==> src/rtl/sha256_stream_arbiter.sv <==
// ---------------------------------------------------------------------------
// sha256_stream_arbiter
//
// Shares one byte-stream SHA-256 front-end between NREQ requesters. A grant
// lasts a whole message: the winner owns the core from its first input byte
// until the last of the 32 digest bytes has been handed back to it.
//
// Build option:
//   SHA_ARB_FIXED_PRIO_EN  defined   -> lowest-index valid requester wins
//                          undefined -> round-robin starting at rr_ptr
//
// Ports:
//   clk, rst              clock (rising edge), synchronous active-high reset
//   req_valid/data/last   per-requester byte stream, requester i on data[8i+:8]
//   req_ready             per-requester accept, only the owner in FEED
//   rsp_data/valid/last   digest byte, one-hot owner flag, 32nd-byte marker
//   core_din/valid/last   byte stream towards the front-end
//   core_ready            front-end input ready
//   core_dout/dvalid      digest bytes from the front-end
//   grant_vld, grant_id   current ownership (grant_id holds after release)
//   err_spur              pulse: digest byte arrived while not draining
// ---------------------------------------------------------------------------
module sha256_stream_arbiter #(
  parameter  int NREQ = 2,
  localparam int IDW  = $clog2(NREQ)
) (
  input  logic              clk,
  input  logic              rst,
  input  logic [NREQ-1:0]   req_valid,
  input  logic [8*NREQ-1:0] req_data,
  input  logic [NREQ-1:0]   req_last,
  output logic [NREQ-1:0]   req_ready,
  output logic [7:0]        rsp_data,
  output logic [NREQ-1:0]   rsp_valid,
  output logic              rsp_last,
  output logic [7:0]        core_din,
  output logic              core_valid,
  output logic              core_last,
  input  logic              core_ready,
  input  logic [7:0]        core_dout,
  input  logic              core_dvalid,
  output logic              grant_vld,
  output logic [IDW-1:0]    grant_id,
  output logic              err_spur
);

  typedef enum logic [1:0] {IDLE, FEED, DRAIN} state_t;

  state_t          state, state_nxt;
  logic [IDW-1:0]  win_id;
  logic [4:0]      byte_cnt;
  logic            own_valid;
  logic [7:0]      own_data;
  logic            own_last;
  logic            accept;
  logic            digest_done;

  logic [7:0]      rsp_data_p1;
  logic [NREQ-1:0] rsp_vld_p1;
  logic            rsp_last_p1;
  logic            err_spur_p1;

`ifndef SHA_ARB_FIXED_PRIO_EN
  logic [IDW-1:0]  rr_ptr;
  logic [IDW-1:0]  scan;
  logic            found;
`endif

  // Owner's stream selected by the registered grant.
  always_comb begin
    own_valid = 1'b0;
    own_data  = '0;
    own_last  = 1'b0;
    for (int i = 0; i < NREQ; i++) begin
      if (grant_id == IDW'(i)) begin
        own_valid = req_valid[i];
        own_data  = req_data[8*i +: 8];
        own_last  = req_last[i];
      end
    end
  end

  assign accept      = (state == FEED) && own_valid && core_ready;
  assign digest_done = (state == DRAIN) && core_dvalid && (byte_cnt == 5'd31);

  // Winner selection for the IDLE scan.
  always_comb begin
    win_id = '0;
`ifdef SHA_ARB_FIXED_PRIO_EN
    for (int i = NREQ - 1; i >= 0; i--) begin
      if (req_valid[i]) win_id = IDW'(i);
    end
`else
    scan  = rr_ptr;
    found = 1'b0;
    for (int i = 0; i < NREQ; i++) begin
      if (!found && req_valid[scan]) begin
        win_id = scan;
        found  = 1'b1;
      end
      scan = (scan == IDW'(NREQ - 1)) ? '0 : scan + 1'b1;
    end
`endif
  end

  // FSM: state register
  always_ff @(posedge clk) begin
    if (rst) state <= IDLE;
    else     state <= state_nxt;
  end

  // FSM: next state
  always_comb begin
    state_nxt = state;
    case (state)
      IDLE:    if (|req_valid)          state_nxt = FEED;
      FEED:    if (accept && own_last)  state_nxt = DRAIN;
      DRAIN:   if (digest_done)         state_nxt = IDLE;
      default:                          state_nxt = IDLE;
    endcase
  end

  // FSM: outputs (combinational pass-through for the owner only)
  always_comb begin
    core_valid = 1'b0;
    core_din   = '0;
    core_last  = 1'b0;
    req_ready  = '0;
    if (state == FEED) begin
      core_valid          = own_valid;
      core_din            = own_data;
      core_last           = own_last;
      req_ready[grant_id] = core_ready;
    end
  end

  assign grant_vld = (state != IDLE);

  // Grant bookkeeping
  always_ff @(posedge clk) begin
    if (rst) begin
      grant_id <= '0;
      byte_cnt <= '0;
`ifndef SHA_ARB_FIXED_PRIO_EN
      rr_ptr   <= '0;
`endif
    end else begin
      if (state == IDLE && |req_valid) grant_id <= win_id;
      if (accept && own_last)          byte_cnt <= '0;
      else if (state == DRAIN && core_dvalid) byte_cnt <= byte_cnt + 5'd1;
`ifndef SHA_ARB_FIXED_PRIO_EN
      if (digest_done) rr_ptr <= (grant_id == IDW'(NREQ - 1)) ? '0 : grant_id + 1'b1;
`endif
    end
  end

  // Stage p1: digest byte registered towards the owner, spurious-byte flag
  always_ff @(posedge clk) begin
    if (rst) begin
      rsp_data_p1 <= '0;
      rsp_vld_p1  <= '0;
      rsp_last_p1 <= 1'b0;
      err_spur_p1 <= 1'b0;
    end else begin
      rsp_vld_p1  <= '0;
      rsp_last_p1 <= 1'b0;
      err_spur_p1 <= core_dvalid && (state != DRAIN);
      if (state == DRAIN && core_dvalid) begin
        rsp_data_p1 <= core_dout;
        rsp_vld_p1  <= NREQ'(1) << grant_id;
        rsp_last_p1 <= (byte_cnt == 5'd31);
      end
    end
  end

  assign rsp_data  = rsp_data_p1;
  assign rsp_valid = rsp_vld_p1;
  assign rsp_last  = rsp_last_p1;
  assign err_spur  = err_spur_p1;

endmodule

==> config.mk <==
export PLATFORM = sky130hd
export DESIGN_NAME = sha256_stream_arbiter
export DESIGN_NICKNAME = d
export VERILOG_FILES = /design/src/rtl/sha256_stream_arbiter.sv
export SDC_FILE = /design/constraint.sdc
export NUM_CORES = 1
export LEC_CHECK = 0
export CAP_MARGIN = 20
export CELL_PAD_IN_SITES_DETAIL_PLACEMENT = 1
export CELL_PAD_IN_SITES_GLOBAL_PLACEMENT = 2
export CORE_MARGIN = 1.5
export CORE_UTILIZATION = 19
export CTS_CLUSTER_DIAMETER = 150
export DETAILED_ROUTE_END_ITERATION = 7
export PLACE_DENSITY_LB_ADDON = 0.1
export RECOVER_POWER = 50
export SLEW_MARGIN = 30
export SYNTH_ARGS = -nofsm -noshare
export SYNTH_HDL_FRONTEND = slang
export SYNTH_SLANG_ARGS = --single-unit
export TNS_END_PERCENT = 1
==> constraint.sdc <==
create_clock -name clk -period 1.5 [get_ports clk]
set_input_delay 0.45 -clock clk [delete_from_list [all_inputs] [get_ports clk]]
set_output_delay 0.45 -clock clk [all_outputs]
set_load 0.02 [all_outputs]
* Word level (Yosys, flattened, before mapping)
Index checks and enable logic that the tools add are counted.
** Word-level totals
- Bits in registers :: 21
- Logic and storage cells :: 63
- Bits in latches :: 0
- Bits in writable memories :: 0
- ROM bits :: 0
- Output and inout bits :: 26
- Memories :: 0
** Operators by class
- Shifts and indexed selects :: 1
- Bitwise operators :: 2
- Multipliers :: 0
- Divide/modulo/power cells :: 0
- $lt $le $gt $ge :: 4
- Add/subtract/negate cells :: 3
- Eq/ne operators :: 7
- Reductions and logical operators :: 16
- Muxes and demuxes :: 22
** Operators by type and width (number)
- $mux 8 :: 2
- $mux 1 :: 14
- $logic_and 1x1->1 :: 9
- $mux 2 :: 4
- $ne 2x2->1 const B :: 4
- $lt 1x2->1 const B :: 3
- $pmux 2 s3 :: 1
- $reduce_or 2->1 :: 3
- $add 5x1->5 const B :: 1
- $eq 5x5->1 const B :: 1
- $reduce_and 3->1 :: 1
- $add 1x1->1 const B :: 2
- $and 2x2->2 :: 1
- $eq 2x1->1 const B :: 1
- $eq 2x2->1 const B :: 1
- $logic_not 2->1 :: 1
- $reduce_bool 2->1 :: 1
- $shl 1x1->2 const A :: 1
- $demux 1 s1 :: 1
- $ge 1x1->1 const B :: 1
- $logic_not 1->1 :: 1
- $not 1->1 :: 1

* Longest topological paths before layout
- Word-level depth :: 6
- Gate-level depth with buffers :: 6
- Depth with buffers taken out :: 6

* Worst setup path before layout
Ideal clock, no wire load.
- Kind :: register -> output
- Start point :: register grant_id
- End point :: output req_ready[1]
- Path slack :: -0.350 ns
- Path buffers :: 2
- Arrival time :: 1.400 ns
- Stages on the path, launching flop included :: 5
- Path through :: dfxtp_1 buf_6 buf_2 inv_1 nor3_1
** On the way
- Longest elaborated chain between the ends :: 6
- Elaborated cells on any way between the ends :: 7
- Classes of those cells :: order compare (2); mux (3); bitwise (1); reduce/logical (1)
** RTL lines
- from (decl) :: line 43 : output logic [IDW-1:0] grant_id,
- from (signal assigned) :: line 148 : if (state == IDLE && |req_valid) grant_id <= win_id;
- $lt 1x2->1 (not written as such) / $ge 1x1->1 (equally long branches) :: line 133 : req_ready[grant_id] = core_ready;
- $logic_and 1x1->1 (not written as such) :: line 133
- $mux 1 (not written as such) :: line 133
- $demux 1 s1 (*) :: line 133
- $and 2x2->2 (no source line) (*)
- $mux 2 (*) :: line 129 : if (state == FEED) begin
- to (decl) :: line 32 : output logic [NREQ-1:0] req_ready,
Every way passes the cells marked *; elsewhere a longest branch is shown, timed or not.

* Final worst setup path
- Start point :: register grant_id
- End point :: output core_last
** On the way
- Longest elaborated chain between the ends :: 2
** RTL lines
- $mux 1 :: line 75 : if (grant_id == IDW'(i)) begin
- $mux 1 :: line 129
- to (decl) :: line 38 : output logic core_last,
No other way between the ends.

==> run_results.csv <==
group,metric,value,unit
critical_path,end_kind,"output port",
clock_network,ctsHtreeMaxLevel,1,
power,seq_power_share,42.3,%
floorplan,io_pins,58,
placed_design,port_buffers,57,
hold_path,hold_class,"reg -> reg",
synthesis,ys_ff_latch,21,
detailed_routing,firstDrtPassIters,2,
timing,fin_crit,1.702,ns
synthesis,synth_top_area_share,42.80,%
job,maxCapViolCount,0,
synthesis,avgSynthCellArea,8.254,µm²
global_route,grt_pass1_vias,1187,
clock_network,clkLatencyLatePin,0.25,ns
global_route,gr-total-overflow,0,
power,clock_power_share,27.0,%
power,p_sw,0.3668,mW
floorplan,core_area,4848,µm²
power,p_per_area,679.3,nW/µm²
timing,tightestPinTransition,0.3167,ns
clock_network,cts_tree,"yes",
synthesis,synthTopCellsByArea,"dfxtp_1, mux2i_1, nand2_1, a21oi_1, nor2_1",
global_route,grt_pass1_wl,5.609,mm
floorplan,dieArea,5610,µm²
placed_design,post-place-ws,-0.7658,ns
timing,finalMaxSlewViolations,0,
status,status,"finished, violations left",
floorplan,die_h,74.90,µm
cells_and_area,n_antenna_cell,0,
timing,finalClockSkew,0.004560,ns
power,power_leakage,0.8460,nW
power,switching_share,27.05,%
timing,setup_viol,19,
clock_network,cts_buffers,3,
global_route,grt_max_degree,15,
detailed_routing,via_count,1144,
critical_path,worstSetupPathType,"reg -> out",
timing,relSlewSlack,78.89,%
synthesis,synth.most_common_cell,"nand2_1",
timing,hold_viol_final,0,
synthesis,postSynth.asyncResetShare,0,%
status,violations,"negative setup slack",
detailed_routing,viasPerCell,4.301,
critical_path,cp-start-kind,"register",
timing,fin_setup_tns,-2.490,ns
power,vdd_ir_drop_max,0.4159,mV
detailed_routing,drt_iter0_drc,4,
synthesis,synth_cells,119,
clock_network,clockRootBuffer,"clkbuf_8",
power,p_comb_share,30.7,%
detailed_routing,route.detailed.drc,0,
synthesis,yosysSeqAreaShare,42.80,%
synthesis,netlist_area,982.2,µm²
detailed_routing,wl_per_cell,13.42,µm
cells_and_area,drive_above_1_share,34.17,%
clock_network,clock_sink_count,21,
floorplan,start_util,20.26,%
synthesis,synth.distinct_cells,26,
clock_network,clkSlewWorstSetupHoldPaths,0.08,ns
critical_path,worstPathArrival,1.25,ns
synthesis,synthesis.nets,153,
critical_path,critPathRequiredTime,1.05,ns
synthesis,ys.flop_type,"dfxtp_1",
placed_design,hpwl,2.713,mm
timing,rsz0062_at_grt,"yes",
synthesis,synth_enable_flop_cells,0,
global_route,grt_usage,13.12,%
synthesis,yosys_warnings,0,
synthesis,synth_area_leader_cell,"dfxtp_1",
timing,finalCritPeriodShare,113.5,%
cells_and_area,nets,234,
cells_and_area,area_delta_synth_final,103.2,%
floorplan,die_w,74.90,µm
power,finalPower,1.356,mW
detailed_routing,drtAntennaViolNets,0,
detailed_routing,wl,3.569,mm
power,p_int,0.9889,mW
floorplan,rows,25,
clock_network,clk_path_buf_depth,2,
timing,fin_ws,-0.2022,ns
synthesis,ys_top_cells_by_count,"nand2_1, dfxtp_1, a21oi_1",
critical_path,path_max_fanout,4,
cells_and_area,final_util,41.16,%
timing,max_freq,587.5,MHz
global_route,antenna_found_initial,0,
placed_design,globalplace.congestion,0.7667,
## final timing paths
path	start	to	depth (start not counted)	slack, ns
max	grant_id	core_last	4	-0.20
min	rsp_data[1]	rsp_data[1]	2	0.46
max reg2reg	grant_id	state[1]	6	-0.14
min reg2reg	rsp_data[1]	rsp_data[1]	2	0.46
## stage by stage
step,hold WS [ns],area [µm²],std cells
2_1_floorplan,0.4384,1028,119
3_3_place_gp,0.4431,1788,252
3_5_place_dp,0.4525,1788,252
4_1_cts,0.4614,1984,266
5_1_grt,0.4937,1996,266
6_report,0.4576,1996,266
## cells in the final DEF, fill, tap and decap left out, types with 4 or more instances in the layout
cell and instances:
dlygate4sd2_1 23, nand2_1 22, buf_4 20, clkdlybuf4s50_1 19
dfxtp_1 18, a21oi_1 15, buf_6 12, nor2_2 6
mux2i_1 5, nor2_4 5, inv_1 4, nor3_1 4
## cells by family (layout without fill, tap and decap cells)
| logic type | after synthesis | count (layout) | share of synthesized area [%] |
|---|---|---|---|
| adder cells (fa/ha/maj) | 2 | 2 | 2.547 |
| flip-flops | 21 | 21 | 42.80 |
| XOR/XNOR | 1 | 1 | 0.8919 |
| buffers and inverters | 13 | 93 | 5.987 |
| AND/OR/NAND/NOR | 51 | 51 | 23.57 |
| multiplexers | 10 | 10 | 10.57 |
| AO/OA/AOI/OAI | 21 | 21 | 13.63 |
## what timing repair did
action | 4_1_cts | 5_1_grt
hold buffers | 0 | 0
pin swaps | 3 | 2
gates resized for setup | 117 | 8
cloned | 1 | 0
buffers inserted | 9 | 0
setup endpoints to repair | 33 | 30
## flip-flops by register name, summed over array words and instances (netlist names)
| signal | flops |
|---|---|
| rsp_data | 8 |
| state | 2 |
| grant_id | 1 |
| byte_cnt | 5 |
| err_spur | 1 |
| rr_ptr | 1 |
| rsp_valid | 2 |
| rsp_last | 1 |
## final cells by class
class | count | area, µm²
Timing Repair Buffer | 83 | 794.5
Fill cell | 572 | 2853
Clock buffer | 4 | 45.04
Sequential cell | 21 | 426.7
Tap cell | 67 | 83.83
Multi-Input combinational cell | 85 | 620.6
Inverter | 6 | 25.02
## per-layer routing
layer	vias up	wire [µm]	global-route usage, %	part of all wire, %
met5	-	0	0	0
met4	0	29	4.242	0.81
met3	2	256	2.008	7.2
met2	40	1825	25.07	51
met1	536	1457	14.71	41
li1	566	-	-	-
## worst max-delay path, cell delays in order, from the launching register on
cell     delay [ns]
dfxtp_4        0.39
buf_4          0.13
mux2i_2        0.29
nor2_4         0.05
buf_6          0.13
## power groups by stage
stage,logic [mW],registers (mW),clock network (mW)
5_1_grt,0.443,0.575,0.413
3_5_place_dp,0.344,0.591,0
3_3_place_gp,0.337,0.591,0
6_report,0.416,0.573,0.366
2_1_floorplan,0.137,0.591,0
4_1_cts,0.416,0.573,0.388
No activity file was read; power rests on OpenSTA's default activity.
==> patch, RTL diff (config.mk and constraints unchanged) <==
The output `err_spur` loses its register stage (`err_spur_p1` becomes a continuous assignment).
--- a/src/rtl/sha256_stream_arbiter.sv
+++ b/src/rtl/sha256_stream_arbiter.sv
@@ -160,11 +160,9 @@
       rsp_data_p1 <= '0;
       rsp_vld_p1  <= '0;
       rsp_last_p1 <= 1'b0;
-      err_spur_p1 <= 1'b0;
     end else begin
       rsp_vld_p1  <= '0;
       rsp_last_p1 <= 1'b0;
-      err_spur_p1 <= core_dvalid && (state != DRAIN);
       if (state == DRAIN && core_dvalid) begin
         rsp_data_p1 <= core_dout;
         rsp_vld_p1  <= NREQ'(1) << grant_id;
@@ -173,6 +171,8 @@
     end
   end
 
+  assign err_spur_p1 = core_dvalid && (state != DRAIN);
+
   assign rsp_data  = rsp_data_p1;
   assign rsp_valid = rsp_vld_p1;
   assign rsp_last  = rsp_last_p1;
Check against the original RTL: not equivalent (Yosys sat finds a counterexample within 4 cycles, from zero or initial values and one cycle with rst high).
==> patch against the unedited design <==
The flow still finishes with violations (setup timing); sequential cell count is 1 lower; core utilization is 1.6 points higher; power is 3.5% higher; setup slack better by 27 ps; synthesized area is 2.3% lower; cell area is 2.5% higher; sequential share of layout area is 1.5 points lower; wire length is 4.5% higher; die area is 2.2% lower; largest cell class unchanged.
==> patch: results (changes against the unedited design) <==
| Metric | Value |
|---|---|
| Status | `finished, violations left` |
| Violated checks | `setup timing` |
| Worst path top cell family by delay | `buffers and inverters` |
| # Post-CTS Setup Buffers | `7 (-2)` |
| # setup viols final | `21 (+2)` |
| Final setup skew | `3.285 ps (-1.275 ps)` |
| Hold EP | `rsp_data[3]$_SDFFE_PP0P_` |
| Crit-path slowest cell | `clkdlybuf4s50_1` |
| Drt initial violations | `14 (+10)` |
| Post-DP HPWL | `2707 um (-0.20%)` |
| Peak supply drop | `0.5610 mV (+35%)` |
| Syn avg cell area | `8.133 sq um (-1.5%)` |
| GRT Overall Usage | `0.1445 (+0.01338)` |
| Final wirelength | `3729 um (+4.5%)` |
| Placed cell areas | `0.001765 sq mm (-1.3%)` |
| Final setup margin | `-175.0 ps (+27.16 ps)` |
| GPL Wtd Cong | `0.6545 (-15%)` |
| Vias in the first global route | `1,250 (+5.3%)` |
| Vias per std cell | `4.286 (-0.35%)` |
| Post_cts resized | `137 (+17%)` |
| Post-synth cell types | `24 (-7.7%)` |
| Leak Pwr | `0.8928 nW (+5.5%)` |
| DP Worst Slack | `-741.9 ps (+23.91 ps)` |
| Largest net degree at the start of global routing | `14 (-1)` |
| First-pass GRT wire length | `6051 um (+7.9%)` |
| Mapped Nets | `152 (-0.65%)` |
| Post-synth top cells | `21 x nand2_1, 20 x dfxtp_1, 15 x a21oi_1, 12 x nor2_1, 10 x mux2i_1` |
| Layout cell share with drive strength beyond 1 | `0.3819 (+0.04020)` |
-- patch: changes by cell type after synthesis, sizes merged --
cell    delta
dfxtp      -1
nor3b      -1
nand3      +1
nor2b      -1
inv        +1
a21boi     +1
nand2      -1
-- patch: how the worst max path moves through the flow --
stage,to,slack [ps],depth (start not counted),start
after floorplan,core_din[5],-70,3,state[1]$_SDFFE_PP0P_
after global placement,core_valid,-710,4,req_valid[1]
after detailed placement,req_ready[1],-740,4,core_ready
after CTS,req_ready[1],-190,4,state[1]$_SDFFE_PP0P_
after global routing,core_last,-220,4,grant_id$_SDFFE_PP0P_
final,core_din[7],-180,4,req_data[15]
-- patch: report_power, final --
group	switching [W]	leakage [nW]	total, W	internal, W
sequential	0.00000674	0.163	0.000544	0.000538
clock	0.000179	0.0288	0.000412	0.000234
combinational	0.000200	0.701	0.000446	0.000246
total	0.000386	0.893	0.00140	0.00102
-- patch: area by class of cell --
type	count	area [sq um]
well taps	67	83.83
inverters	7	28.78
fillers	562	2740
repair buffers	84	789.5
multi-input cells	84	681.9
flip-flops and latches	20	406.6
clock buffers	4	55.05
-- patch: cells by family after synthesis --
group | after synthesis | share of synthesized area
AND/OR/NAND/NOR | 49 | 0.2308
XOR/XNOR | 1 | 0.009128
flip-flops | 20 | 0.4172
buffers and inverters | 14 | 0.06519
multiplexers | 10 | 0.1043
adder cells (fa/ha/maj) | 2 | 0.02607
AO/OA/AOI/OAI | 22 | 0.1473
-- patch: per-layer routing --
| metal | global-route usage | vias up | wire length, um | part of all wire |
|---|---|---|---|---|
| li1 | - | 559 | - | - |
| met1 | 0.1579 | 551 | 1447 | 0.39 |
| met2 | 0.2708 | 26 | 2075 | 0.56 |
| met3 | 0.03794 | 4 | 172 | 0.046 |
| met4 | 0.04321 | 0 | 33 | 0.0088 |
| met5 | 0 | - | 0 | 0 |
